===== src/rtl/checkers_io_pkg.sv =====
// Shared definitions for the checkers-board I/O blocks.
//   NUM_ROWS / NUM_COLS / NUM_SQUARES : geometry of the dark-square reed-switch matrix
//   scan_state_t                      : encoding of the row-scan FSM
//   sq_index(row, col)                : bit position of a square in the sensor-board word
package checkers_io_pkg;

  localparam int NUM_ROWS    = 8;
  localparam int NUM_COLS    = 4;
  localparam int NUM_SQUARES = NUM_ROWS * NUM_COLS;

  typedef enum logic {
    ST_DRIVE  = 1'b0,
    ST_SAMPLE = 1'b1
  } scan_state_t;

  // row*4+col; with four columns this is plain bit concatenation.
  function automatic logic [4:0] sq_index(input logic [2:0] row, input logic [1:0] col);
    return {row, col};
  endfunction

endpackage


===== src/rtl/sync_debounce.sv =====
// Two-flop synchronizer plus stability filter for one active-low async input.
//   clock  : system clock
//   reset  : synchronous active-low reset
//   raw_n  : asynchronous input, 0 = asserted
//   level  : accepted (debounced) level, active-high
//   rise   : one-cycle pulse in the cycle a 0->1 change of level is accepted
// A change is accepted once the synced level has differed from the accepted
// level for CYCLES consecutive cycles; any return to the accepted level
// restarts the count.
module sync_debounce #(
  parameter int CYCLES = 250000
) (
  input  logic clock,
  input  logic reset,
  input  logic raw_n,
  output logic level,
  output logic rise
);

  localparam int CW = (CYCLES > 1) ? $clog2(CYCLES) : 1;

  logic          sync1;
  logic          sync2;
  logic [CW-1:0] stable_cnt;
  logic          accept;

  assign accept = (sync2 != level) && (stable_cnt == CW'(CYCLES - 1));
  assign rise   = accept && sync2;

  // NOTE: every flop in a clocked block is assigned with <= so all of them
  // sample pre-edge values; blocking = here would turn sync2 <= sync1 into a wire.
  always_ff @(posedge clock) begin
    if (!reset) begin
      sync1      <= 1'b0;
      sync2      <= 1'b0;
      level      <= 1'b0;
      stable_cnt <= '0;
    end else begin
      sync1 <= ~raw_n;
      sync2 <= sync1;
      if (sync2 == level) begin
        stable_cnt <= '0;
      end else if (accept) begin
        level      <= sync2;
        stable_cnt <= '0;
      end else begin
        stable_cnt <= stable_cnt + 1'b1;
      end
    end
  end

endmodule


===== src/rtl/sensor_matrix_scanner.sv =====
// Scans the 8x4 reed-switch matrix under the dark squares, debounces every
// square and the player button, and presents the results to the memory manager.
//   clock         : system clock
//   reset         : synchronous active-low reset
//   row_drive_n   : one-hot active-low row strobe (8'hFF while idle in reset)
//   col_sense_n   : asynchronous column returns, 0 = piece present
//   button_n      : asynchronous push-button, 0 = pressed
//   button_ack    : one-cycle pulse, CPU consumed the press
//   sensor_board  : debounced occupancy, bit row*4+col
//   board_valid   : high once DEBOUNCE_SCANS full frames have completed
//   board_changed : one-cycle pulse after a frame in which any bit flipped
//   button_press  : sticky press flag, cleared by button_ack
module sensor_matrix_scanner
  import checkers_io_pkg::*;
#(
  parameter int SETTLE_CYCLES       = 64,
  parameter int DEBOUNCE_SCANS      = 4,
  parameter int BTN_DEBOUNCE_CYCLES = 250000
) (
  input  logic        clock,
  input  logic        reset,
  output logic [7:0]  row_drive_n,
  input  logic [3:0]  col_sense_n,
  input  logic        button_n,
  input  logic        button_ack,
  output logic [31:0] sensor_board,
  output logic        board_valid,
  output logic        board_changed,
  output logic        button_press
);

  localparam int SW = $clog2(SETTLE_CYCLES);
  localparam int DW = $clog2(DEBOUNCE_SCANS + 1);

  // Scan FSM
  scan_state_t state, state_nxt;
  logic [SW-1:0] settle_cnt, settle_cnt_nxt;
  logic [2:0]    row, row_nxt;
  // Low in the first cycle after reset so row 0 gets its full settle time.
  logic          scan_en;

  // Matrix debounce
  logic [3:0]    col_s1, col_s2;
  logic [DW-1:0] deb_cnt [NUM_SQUARES];
  logic [DW-1:0] deb_nxt [NUM_SQUARES];
  logic [31:0]   board_nxt;
  logic [4:0]    sq;
  logic          any_flip;
  logic          flip_seen;
  logic          sample_now;
  logic          frame_end;
  logic [DW-1:0] frame_cnt;

  // Button
  logic          btn_level;
  logic          btn_rise;

  assign sample_now = scan_en && (state == ST_SAMPLE);
  assign frame_end  = sample_now && (row == 3'd7);

  always_ff @(posedge clock) begin
    if (!reset) begin
      scan_en    <= 1'b0;
      state      <= ST_DRIVE;
      settle_cnt <= '0;
      row        <= '0;
    end else begin
      scan_en <= 1'b1;
      if (scan_en) begin
        state      <= state_nxt;
        settle_cnt <= settle_cnt_nxt;
        row        <= row_nxt;
      end
    end
  end

  // NOTE: every signal written here gets a default before the case, so no
  // path leaves it unassigned and no latch is inferred.
  always_comb begin
    state_nxt      = state;
    settle_cnt_nxt = settle_cnt;
    row_nxt        = row;
    row_drive_n    = scan_en ? ~(8'd1 << row) : 8'hFF;
    case (state)
      ST_DRIVE: begin
        if (settle_cnt == SW'(SETTLE_CYCLES - 1)) begin
          state_nxt      = ST_SAMPLE;
          settle_cnt_nxt = '0;
        end else begin
          settle_cnt_nxt = settle_cnt + 1'b1;
        end
      end
      ST_SAMPLE: begin
        state_nxt = ST_DRIVE;
        row_nxt   = row + 3'd1;  // 3-bit wrap 7 -> 0 starts the next frame
      end
      default: state_nxt = ST_DRIVE;
    endcase
  end

  // Per-square debounce: only the four squares of the driven row move, and
  // only in the SAMPLE cycle.
  always_comb begin
    board_nxt = sensor_board;
    any_flip  = 1'b0;
    sq        = '0;
    for (int s = 0; s < NUM_SQUARES; s++) deb_nxt[s] = deb_cnt[s];
    if (sample_now) begin
      for (int c = 0; c < NUM_COLS; c++) begin
        sq = sq_index(row, 2'(c));
        if (col_s2[c] == sensor_board[sq]) begin
          deb_nxt[sq] = '0;
        end else if (deb_cnt[sq] == DW'(DEBOUNCE_SCANS - 1)) begin
          board_nxt[sq] = ~sensor_board[sq];
          deb_nxt[sq]   = '0;
          any_flip      = 1'b1;
        end else begin
          deb_nxt[sq] = deb_cnt[sq] + 1'b1;
        end
      end
    end
  end

  always_ff @(posedge clock) begin
    if (!reset) begin
      col_s1        <= '0;
      col_s2        <= '0;
      sensor_board  <= '0;
      flip_seen     <= 1'b0;
      board_changed <= 1'b0;
      frame_cnt     <= '0;
      board_valid   <= 1'b0;
      // NOTE: the counter array is reset with the rest because a mid-scan reset
      // must not let a half-finished debounce carry over into the new scan.
      for (int s = 0; s < NUM_SQUARES; s++) deb_cnt[s] <= '0;
    end else begin
      col_s1       <= ~col_sense_n;
      col_s2       <= col_s1;
      sensor_board <= board_nxt;
      for (int s = 0; s < NUM_SQUARES; s++) deb_cnt[s] <= deb_nxt[s];
      board_changed <= frame_end && (flip_seen || any_flip);
      flip_seen     <= frame_end ? 1'b0 : (flip_seen || any_flip);
      if (frame_end && (frame_cnt != DW'(DEBOUNCE_SCANS))) begin
        frame_cnt <= frame_cnt + 1'b1;
        if (frame_cnt == DW'(DEBOUNCE_SCANS - 1)) board_valid <= 1'b1;
      end
    end
  end

  sync_debounce #(
    .CYCLES (BTN_DEBOUNCE_CYCLES)
  ) u_button (
    .clock (clock),
    .reset (reset),
    .raw_n (button_n),
    .level (btn_level),
    .rise  (btn_rise)
  );

  // A press accepted in the same cycle as an ack wins over the clear.
  always_ff @(posedge clock) begin
    if (!reset) begin
      button_press <= 1'b0;
    end else if (btn_rise) begin
      button_press <= 1'b1;
    end else if (button_ack) begin
      button_press <= 1'b0;
    end
  end

endmodule

===== config.mk =====
export PLATFORM = sky130hd
export DESIGN_NAME = sensor_matrix_scanner
export DESIGN_NICKNAME = d
export VERILOG_FILES = /design/src/rtl/checkers_io_pkg.sv /design/src/rtl/sync_debounce.sv /design/src/rtl/sensor_matrix_scanner.sv
export SDC_FILE = /design/constraint.sdc
export NUM_CORES = 1
export LEC_CHECK = 0
export CORE_MARGIN = 2
export CORE_UTILIZATION = 40
export CTS_CLUSTER_SIZE = 10
export DETAILED_ROUTE_END_ITERATION = 16
export HOLD_SLACK_MARGIN = 0.08
export PLACE_DENSITY = 0.64
export SYNTH_ARGS = -nofsm -noshare
export SYNTH_HDL_FRONTEND = slang
export SYNTH_HIERARCHICAL = 1
export SYNTH_SLANG_ARGS = --single-unit

===== constraint.sdc =====
create_clock -name clock -period 3.9 [get_ports clock]
set_input_delay 0.78 -clock clock [delete_from_list [all_inputs] [get_ports clock]]
set_output_delay 0.78 -clock clock [all_outputs]
set_load 0.01 [all_outputs]

# Yosys cells after proc, flatten, opt, wreduce, memory -nomap -nowiden
# Memories as Yosys holds them, arrays and structs flattened. A register that Yosys moved wholly into a read port is not among the register bits.
# Index checks and enable logic that the tools add are counted.
[totals]
reg_bits = 79
mem_bits_rw = 96
inputBits = 8
out_inout_bits = 43
wordCells = 245
mem_count = 1
[mem_list]
columns = ["name", "depth", "word_bits", "read_ports", "rd_clocked_by_memory_dff", "write_ports", "line_no", "rtl"]
rows = [
  ["deb_cnt", 32, 3, 36, 4, 32, "sensor_matrix_scanner.sv:44", "logic [DW-1:0] deb_cnt [NUM_SQUARES];"],
]
[classes]
n_addsub = 8
order_cmp = 16
eq_ne = 15
n_shift = 1
muxes = 112
n_bitwise = 54
reduce_logical = 22
[ops]
columns = ["op", "count"]
rows = [
  ["$mux 96", 12],
  ["$and 96x96->96", 4],
  ["$bwmux 96", 4],
  ["$not 96->96", 4],
  ["$mux 32", 11],
  ["$bwmux 32", 4],
  ["$mux 3", 36],
  ["$demux 3 s5", 4],
  ["$mux 5", 8],
  ["$or 1x1->1", 32],
  ["$ge 6x6->1 const B", 4],
  ["$lt 5x6->1 const B", 4],
  ["$lt 6x1->1 const B", 4],
  ["$not 5->6", 4],
  ["$mux 1", 22],
  ["$ge 5x1->1 const B", 4],
  ["$add 18x1->18 const B", 1],
  ["$add 3x1->3 const B", 6],
  ["$eq 18x18->1 const B", 1],
  ["$eq 3x2->1 const B", 5],
  ["$logic_and 1x1->1", 14],
  ["$bmux 1 s3", 4],
  ["$demux 1 s3", 4],
  ["$mux 8", 1],
  ["other kinds (17)", 31],
]

# Depth between registers and ports, before layout
# Gate-level depths: netlist of run 1.
[logic_depth]
depth_word = 23
depth_mapped = 11
depth_no_buf = 9

# Cells and area by module
# The synthesis of run 1 kept the hierarchy.
[modules_own_cells]
columns = ["module", "n_inst", "cells_per_inst", "area_each_um2", "seq_area_each_um2"]
rows = [
  ["sensor_matrix_scanner", 1, 769, 7136.8, 3143.0],
  ["sync_debounce", 1, 106, 970.9, 420.4],
]

# Worst setup path before layout of run 1
# No wires, ideal clock.
[synth_path]
kind = "register -> register"
startpoint = "register (tool-made name)"
endpoint = "memory deb_cnt[10][0] (netlist bit)"
setup_time_ps = 59
t_arrival_ps = 2965
required_ps = 3841
setup_slack_ps = 876
path_stages_with_launch = 12
path_buffers = 4
period_less_slack_ps = 3024
cell_sequence = "dfxtp_1 > buf_6 > buf_2 > buf_2 > mux4_2 > mux2_2 > ha_1 > ha_1 > or3_1 > buf_6 > o21ai_2 > and2_1"
[synth_lines]
columns = ["item", "line_no"]
rows = [
  ["end: declaration", "sensor_matrix_scanner.sv:44"],
]

# Final worst setup path of run 1
[layout_path]
startpoint = "register row[0]"
endpoint = "output row_drive_n[0]"
[layout_between]
elab_chain_cells = 3
[layout_lines]
columns = ["item", "line_no", "rtl"]
rows = [
  ["start: declaration", "sensor_matrix_scanner.sv:38", "logic [2:0] row, row_nxt;"],
  ["start signal: assignment", "sensor_matrix_scanner.sv:72", "row <= row_nxt;"],
  ["$shl 1x3->8", "sensor_matrix_scanner.sv:83", "row_drive_n = scan_en ? ~(8'd1 << row) : 8'hFF;"],
  ["$not 8->8", "sensor_matrix_scanner.sv:83", ""],
  ["$mux 8", "sensor_matrix_scanner.sv:83", ""],
  ["end: declaration", "sensor_matrix_scanner.sv:22", "output logic [7:0] row_drive_n,"],
]
# Every way passes these cells.

==> results.toml, run 1 <==
[status]
run_status = "completed"

[clocking]
cts-htree-levels = 4
clock_tree_from_tritoncts = "built"
postCtsResizedCells = 0
root_buffer = "sky130_fd_sc_hd__clkbuf_16"
cts_hold_repair.buffers = 0
cts_buffers = 17
cts-root-to-sink-buffers = 2
cts.repair_timing.setup_buffer_count = 0
clkSinkCount = 178
clkSlewWorstSetupHoldPaths_ns = 0.06
insertion_delay_ns = 0.42

[floorplanning]
die_height_um = 146
initial_utilization_pct = 40.5
fp.dieW_um = 146
core_area_mm2 = 0.0200
floorplan.io_pins = 51
std_cell_rows = 52
fp.dieArea_mm2 = 0.0214

[yosys]
synth.most_common_cell = "sky130_fd_sc_hd__dfxtp_1"
synth.top_cell.area_share_pct = 44.0
synth_async_sr_flop_share_pct = 0
post_synth_instance_area_mm2 = 0.00811
synth-compound-area-share_pct = 14.8
synthesis.instances = 875
synthFlopType = "sky130_fd_sc_hd__dfxtp_1"
synthTopCellsByArea = "sky130_fd_sc_hd__dfxtp_1 (44%), sky130_fd_sc_hd__o21ai_0 (6.9%), sky130_fd_sc_hd__mux4_2 (6.7%), sky130_fd_sc_hd__nand3_1 (5.7%), sky130_fd_sc_hd__nand2_1 (4.5%)"
post_synth_xor_area_fraction_pct = 2.70
synth.lib_cells_used.distinct = 52
synth_fp_nets = 902
post-synth-top-area-cell = "sky130_fd_sc_hd__dfxtp_1"
postSynthRegisterBits = 178
synth_simple_gate_area_share_pct = 20.3
synth_enable_flop_cells = 0
yosys-mux-area-fraction_pct = 11.9
yosys_warnings = 6
synth.avg_cell_area_um2 = 9.27
ys_seq_area_share_pct = 44.0
yosys.area_share.adder_pct = 2.93
synth_top_family_by_area = "simple AND/OR/NAND/NOR gates"
synth.cells.most_frequent = "sky130_fd_sc_hd__dfxtp_1 (178), sky130_fd_sc_hd__o21ai_0 (111), sky130_fd_sc_hd__nand2_1 (97), sky130_fd_sc_hd__nand3_1 (93), sky130_fd_sc_hd__nor2_1 (48)"

[placement]
detailed_place_hpwl_mm = 13.2
finalWeightedCongestion = 0.807
pre_cts_ws_ns = 0.885
place.detailed.instances = 1154
portBuffers = 50
placed_area_mm2 = 0.00882

[timing]
worst-slew-pin-transition_ns = 0.952
rsz0062_at_grt = "no"
max_clock_freq_ghz = 0.309
final-hold-violation-count = 0
finalSetupViolations = 0
fin_crit_sh_pct = 82.9
slew_viol_final = 0
final.setup.tns_ns = 0
slew_headroom_pct = 36.4
timing.final.ws_setup_ns = 0.665
timing.clock.skew_ns = 0.00796
period_needed_ns = 3.23

[drt]
route.vias.total = 6602
drt_pre_antenna_iters = 5
drc = 0
average_vias_per_placed_instance = 5.57
wl_per_cell_um = 18.0
first_iter_violations = 489
final_antenna_net_count = 0
drt-total-wl_mm = 21.3

[critical_path]
critical_path.max_fanout = 15
critPathBufInv = 3
worst_path_dominant_cell_family = "buffers and inverters"
critical_path.cell_chain = "buf_4 -> inv_1 -> ha_1 -> nand2_1 -> clkdlybuf4s50_1"
timing.critical_path.slowest_cell_delay_ns = 0.84
worst_path_arrival_ns = 2.45
setup.worst_path.class = "flip-flop to output port"
slowest_stage = "sky130_fd_sc_hd__dfxtp_1"
cp_data_required_time_ns = 3.12
crit_path_end_kind = "output port"
worstSetupStartpointType = "flip-flop"

[global_route]
antenna_found_initial = 0
first_global_vias = 6362
grt_max_degree = 60
grt_pass1_wl_mm = 34.3
globalRouteOverflowTotal = 0
globalRouteTotalUtil_pct = 20.2

[final_layout]
layout.cell_area.non_filler_mm2 = 0.00941
final_layout_size_suffix_gt1_share_pct = 10.8
layoutNonFillerInstCount = 1185
layout.nets = 930
layout.filler_cells = 1992
multi_input_comb_area_mm2 = 0.00426
synthToLayoutAreaGrowth_pct = 16.1
number_of_antenna_diodes = 0
final-seq-area_mm2 = 0.00356

[pwr]
comb_power_share_pct = 1.8
power_switching_share_pct = 20.8
power.density_mw_per_mm2 = 388
share_clk_of_total_power_pct = 47.9
leakage_uw = 0.00318
power.total_uw = 3650
p_switching_uw = 760
p_seq_share_pct = 50.3
irDropWorstVdd_mv = 0.280
power.internal_uw = 2890

[flow_run]
timing.max_cap.violations = 0

[hold_path]
hold_path_class = "flip-flop to flip-flop"
[cell type report]
type,instances,share of cell area [%]
Tap cell,270,3.59
Clock inverter,9,1.40
Sequential cell,178,37.9
Multi-Input combinational cell,630,45.2
Inverter,12,0.478
Timing Repair Buffer,64,6.54
Clock buffer,22,4.93
[registers in the layout (all words and copies together) (netlist names), named ones only]
name / count
u_button/stable_cnt: 18
u_button/level: 1
col_s1: 4
board_changed: 1
flip_seen: 1
button_press: 1
u_button/sync2: 1
state: 1
settle_cnt: 6
sensor_board: 32
board_valid: 1
col_s2: 4
scan_en: 1
u_button/sync1: 1
frame_cnt: 3
row: 3
deb_cnt: 96
[power groups by stage]
stage	clock network, uW	logic, uW	registers [uW]
floorplan	0	51.1	1870
global placement	0	67.9	1870
detailed placement	0	67.0	1870
CTS	1780	67.4	1830
global route	1860	74.0	1830
finish	1750	67.4	1830
[routing by layer]
layer  vias up  wire, um  GRT usage (%)
met1      3210      9650           26.9
met4         0       363           6.36
met3        26      1090           3.72
met5         -         0              0
li1       3174         -              -
met2       192     10200           33.6
[worst paths after layout]
kind | start | end | slack [ns] | cells past startpoint
min | col_s1[3]$_SDFF_PN0_ | col_s2[3]$_SDFF_PN0_ | 0.43 | 1
max reg2reg | flip-flop | flip_seen$_SDFF_PP0_ | 0.89 | 10
max | row[0]$_SDFFE_PN0P_ | row_drive_n[0] | 0.67 | 5
min reg2reg | col_s1[3]$_SDFF_PN0_ | col_s2[3]$_SDFF_PN0_ | 0.43 | 1
[per-stage QoR]
step                utilization (%)  hold WS (ns)
global route                   47.0         0.442
CTS                            47.0         0.436
detailed placement             44.0         0.420
floorplan                         -         0.412
finish                         47.0         0.433
global placement               44.0         0.415
[kinds of logic (layout without fill, tap and decap cells)]
family,Yosys count,count (layout)
adder cells (fa/ha/maj),19,19
flip-flops,178,178
multiplexers,58,58
AND/OR/NAND/NOR,332,332
AO/OA/AOI/OAI,196,196
XOR/XNOR,25,25
buffers and inverters,67,107
[placed cells by master, fill, tap and decap left out, types with 3 or more instances in the layout]
cell / count
sky130_fd_sc_hd__inv_1: 11
sky130_fd_sc_hd__xnor2_1: 15
sky130_fd_sc_hd__nor3_1: 7
sky130_fd_sc_hd__nand3_1: 93
sky130_fd_sc_hd__or3_1: 4
sky130_fd_sc_hd__nand3_2: 5
sky130_fd_sc_hd__nand2_1: 97
sky130_fd_sc_hd__nor4_1: 4
sky130_fd_sc_hd__and3_1: 11
sky130_fd_sc_hd__nor2b_1: 15
sky130_fd_sc_hd__o31ai_1: 10
sky130_fd_sc_hd__a21oi_1: 5
sky130_fd_sc_hd__o21ai_0: 111
sky130_fd_sc_hd__buf_4: 14
sky130_fd_sc_hd__mux2i_1: 20
sky130_fd_sc_hd__o21ai_2: 8
sky130_fd_sc_hd__or4_1: 3
sky130_fd_sc_hd__clkinvlp_4: 3
sky130_fd_sc_hd__nand3b_1: 3
sky130_fd_sc_hd__clkbuf_16: 17
sky130_fd_sc_hd__mux2_2: 9
sky130_fd_sc_hd__mux4_1: 4
sky130_fd_sc_hd__a21boi_0: 42
sky130_fd_sc_hd__o21ai_1: 8
sky130_fd_sc_hd__mux4_2: 24
sky130_fd_sc_hd__xor2_1: 10
sky130_fd_sc_hd__nand4_1: 5
sky130_fd_sc_hd__clkdlybuf4s50_1: 49
sky130_fd_sc_hd__dfxtp_1: 178
sky130_fd_sc_hd__nor2_1: 48
sky130_fd_sc_hd__nand2b_1: 5
sky130_fd_sc_hd__and2_1: 22
sky130_fd_sc_hd__bufinv_16: 3
sky130_fd_sc_hd__clkbuf_1: 3
sky130_fd_sc_hd__ha_1: 19
No activity file was read; power rests on OpenSTA's default activity.
==> inputs of run 2 (changes only) <==
==> constraint.sdc (replaced) <==
create_clock -name clock -period 3.1 [get_ports clock]
set_input_delay 0.62 -clock clock [delete_from_list [all_inputs] [get_ports clock]]
set_output_delay 0.62 -clock clock [all_outputs]
set_load 0.01 [all_outputs]
==> results.toml, run 2 (synthesis gave the netlist of run 1 again) <==
[drt]
first_iter_violations = 423
drc = 0
average_vias_per_placed_instance = 5.43
route.vias.total = 6477
drt_pre_antenna_iters = 5
drt-total-wl_mm = 20.7
final_antenna_net_count = 0
wl_per_cell_um = 17.4

[global_route]
grt_busiest_layer = "met2"
grtUsageMet3_pct = 4.13
first_global_vias = 6383
grt_max_degree = 83
grt_pass1_wl_mm = 33.8
grtUsageMet1_pct = 26.8
antenna_found_initial = 0
globalRouteTotalUtil_pct = 19.9
globalRouteOverflowTotal = 0
grt_util_met2_pct = 31.8

[pwr]
p_seq_share_pct = 48.6
irDropWorstVdd_mv = 0.405
power_switching_share_pct = 20.0
share_clk_of_total_power_pct = 49.6
leakage_uw = 0.00326
power.internal_uw = 3800
comb_power_share_pct = 1.8
power.density_mw_per_mm2 = 497
p_switching_uw = 950

[timing]
slew_viol_final = 0
rsz0062_at_grt = "no"
period_needed_ns = 2.92
final.setup.tns_ns = 0
slew_headroom_pct = 40.4
fin_crit_sh_pct = 94.2
finalSetupViolations = 0
final-hold-violation-count = 0
max_clock_freq_ghz = 0.343
timing.clock.skew_ns = 0.00951
worst-slew-pin-transition_ns = 0.891

[final_layout]
layout.cells.most_common = "sky130_fd_sc_hd__dfxtp_1"
synthToLayoutAreaGrowth_pct = 17.7
layoutNonFillerInstCount = 1193
layout.cells.most_common_list = "sky130_fd_sc_hd__dfxtp_1 (177), sky130_fd_sc_hd__o21ai_0 (111), sky130_fd_sc_hd__nand2_1 (97)"
layout.core_utilization_pct = 47.6
reg_top3 = "deb_cnt: 96 flops, sensor_board: 32 flops, u_button/stable_cnt: 18 flops"
largest_register_ff_count = 96
final_layout_size_suffix_gt1_share_pct = 11.8
layout.nets = 938
number_of_antenna_diodes = 0
largest-register = "deb_cnt"
layout.filler_cells = 1931

[critical_path]
worst_path_arrival_ns = 2.30
cp_data_required_time_ns = 2.48
setup.worst_path.class = "flip-flop to output port"
crit_path_end_kind = "output port"
critical_path.max_fanout = 19
worstSetupStartpointType = "flip-flop"

[hold_path]
hold_path_class = "flip-flop to flip-flop"

[placement]
finalWeightedCongestion = 0.784
place.detailed.instances = 1162
detailed_place_hpwl_mm = 12.8
portBuffers = 50

[floorplanning]
die_height_um = 146
fp.dieW_um = 146
core_area_mm2 = 0.0200
fp.dieArea_mm2 = 0.0214
floorplan.io_pins = 51
std_cell_rows = 52
initial_utilization_pct = 40.5

[flow_run]
timing.max_cap.violations = 0

[clocking]
root_buffer = "sky130_fd_sc_hd__clkbuf_16"
clkSlewWorstSetupHoldPaths_ns = 0.07
cts_hold_repair.buffers = 0
insertion_delay_ns = 0.43
cts-htree-levels = 4
clock_tree_from_tritoncts = "built"
clkSinkCount = 178
cts-root-to-sink-buffers = 2
cts_buffers = 17

[status]
run_status = "completed"
## run 2: power groups by stage
stage	clock (uW)	combinational, uW	sequential, uW
finish	2350	86.6	2310
global route	2490	94.9	2310
CTS	2400	87.6	2310
detailed placement	0	87.2	2360
global placement	0	87.2	2360
floorplan	0	64.3	2350
## run 2: final timing paths
kind,startpoint,depth (start not counted),slack [ns],end
max,row[0]$_SDFFE_PN0P_,5,0.18,row_drive_n[7]
min reg2reg,u_button/sync1$_SDFF_PN0_,1,0.44,u_button/sync2$_SDFF_PN0_
max reg2reg,flip-flop,8,0.25,deb_cnt[26][0]$_SDFFE_PN0P_
min,u_button/sync1$_SDFF_PN0_,1,0.44,u_button/sync2$_SDFF_PN0_
## run 2: area by class of cell
cell class	count	area, um^2	area share, %
Multi-Input combinational cell	630	4260	44.6
Clock buffer	21	460	4.82
Clock inverter	10	181	1.90
Timing Repair Buffer	72	701	7.34
Tap cell	270	338	3.54
Sequential cell	178	3560	37.3
Inverter	12	45.0	0.472
## run 2: layer usage
| metal | vias up | wire length (um) |
|---|---|---|
| li1 | 3184 | - |
| met1 | 3083 | 9580 |
| met2 | 180 | 9380 |
| met3 | 30 | 1190 |
| met4 | 0 | 558 |
| met5 | - | 0 |
## run 2: what timing repair did
| item | CTS | global route |
|---|---|---|
| endpoints found under the setup margin | 0 | 5 |
| gates resized for setup | 0 | 1 |
| setup buffers | 0 | 0 |
## run 2: worst max-delay path, cell delays in order, from the launching register on
cell and delay (ns):
sky130_fd_sc_hd__dfxtp_2 0.48, sky130_fd_sc_hd__buf_4 0.32, sky130_fd_sc_hd__ha_1 0.23, sky130_fd_sc_hd__ha_1 0.26
sky130_fd_sc_hd__nand2_1 0.08, sky130_fd_sc_hd__clkdlybuf4s50_1 0.49
## run 2: stage by stage
stage          power (uW)  cell area (um^2)  worst slack (ns)  hold WS [ns]
2_1_floorplan        2420              8110            0.0756         0.412
3_3_place_gp         2450              8900             0.282         0.420
3_5_place_dp         2450              8900             0.230         0.422
4_1_cts              4790              9550            0.0154         0.439
5_1_grt              4890              9550            0.0565         0.448
6_report             4750              9550             0.181         0.436
==> inputs of run 3 (changes only) <==
--- a/config.mk
+++ b/config.mk
@@ -5,12 +5,14 @@
 export SDC_FILE = /design/constraint.sdc
 export NUM_CORES = 1
 export LEC_CHECK = 0
+export CAP_MARGIN = 20
 export CORE_MARGIN = 2
 export CORE_UTILIZATION = 40
 export CTS_CLUSTER_SIZE = 10
 export DETAILED_ROUTE_END_ITERATION = 16
 export HOLD_SLACK_MARGIN = 0.08
 export PLACE_DENSITY = 0.64
+export SLEW_MARGIN = 20
 export SYNTH_ARGS = -nofsm -noshare
 export SYNTH_HDL_FRONTEND = slang
 export SYNTH_HIERARCHICAL = 1
==> results of run 3 <==
The final DEF is identical to that of run 2; final timing and power are the same.
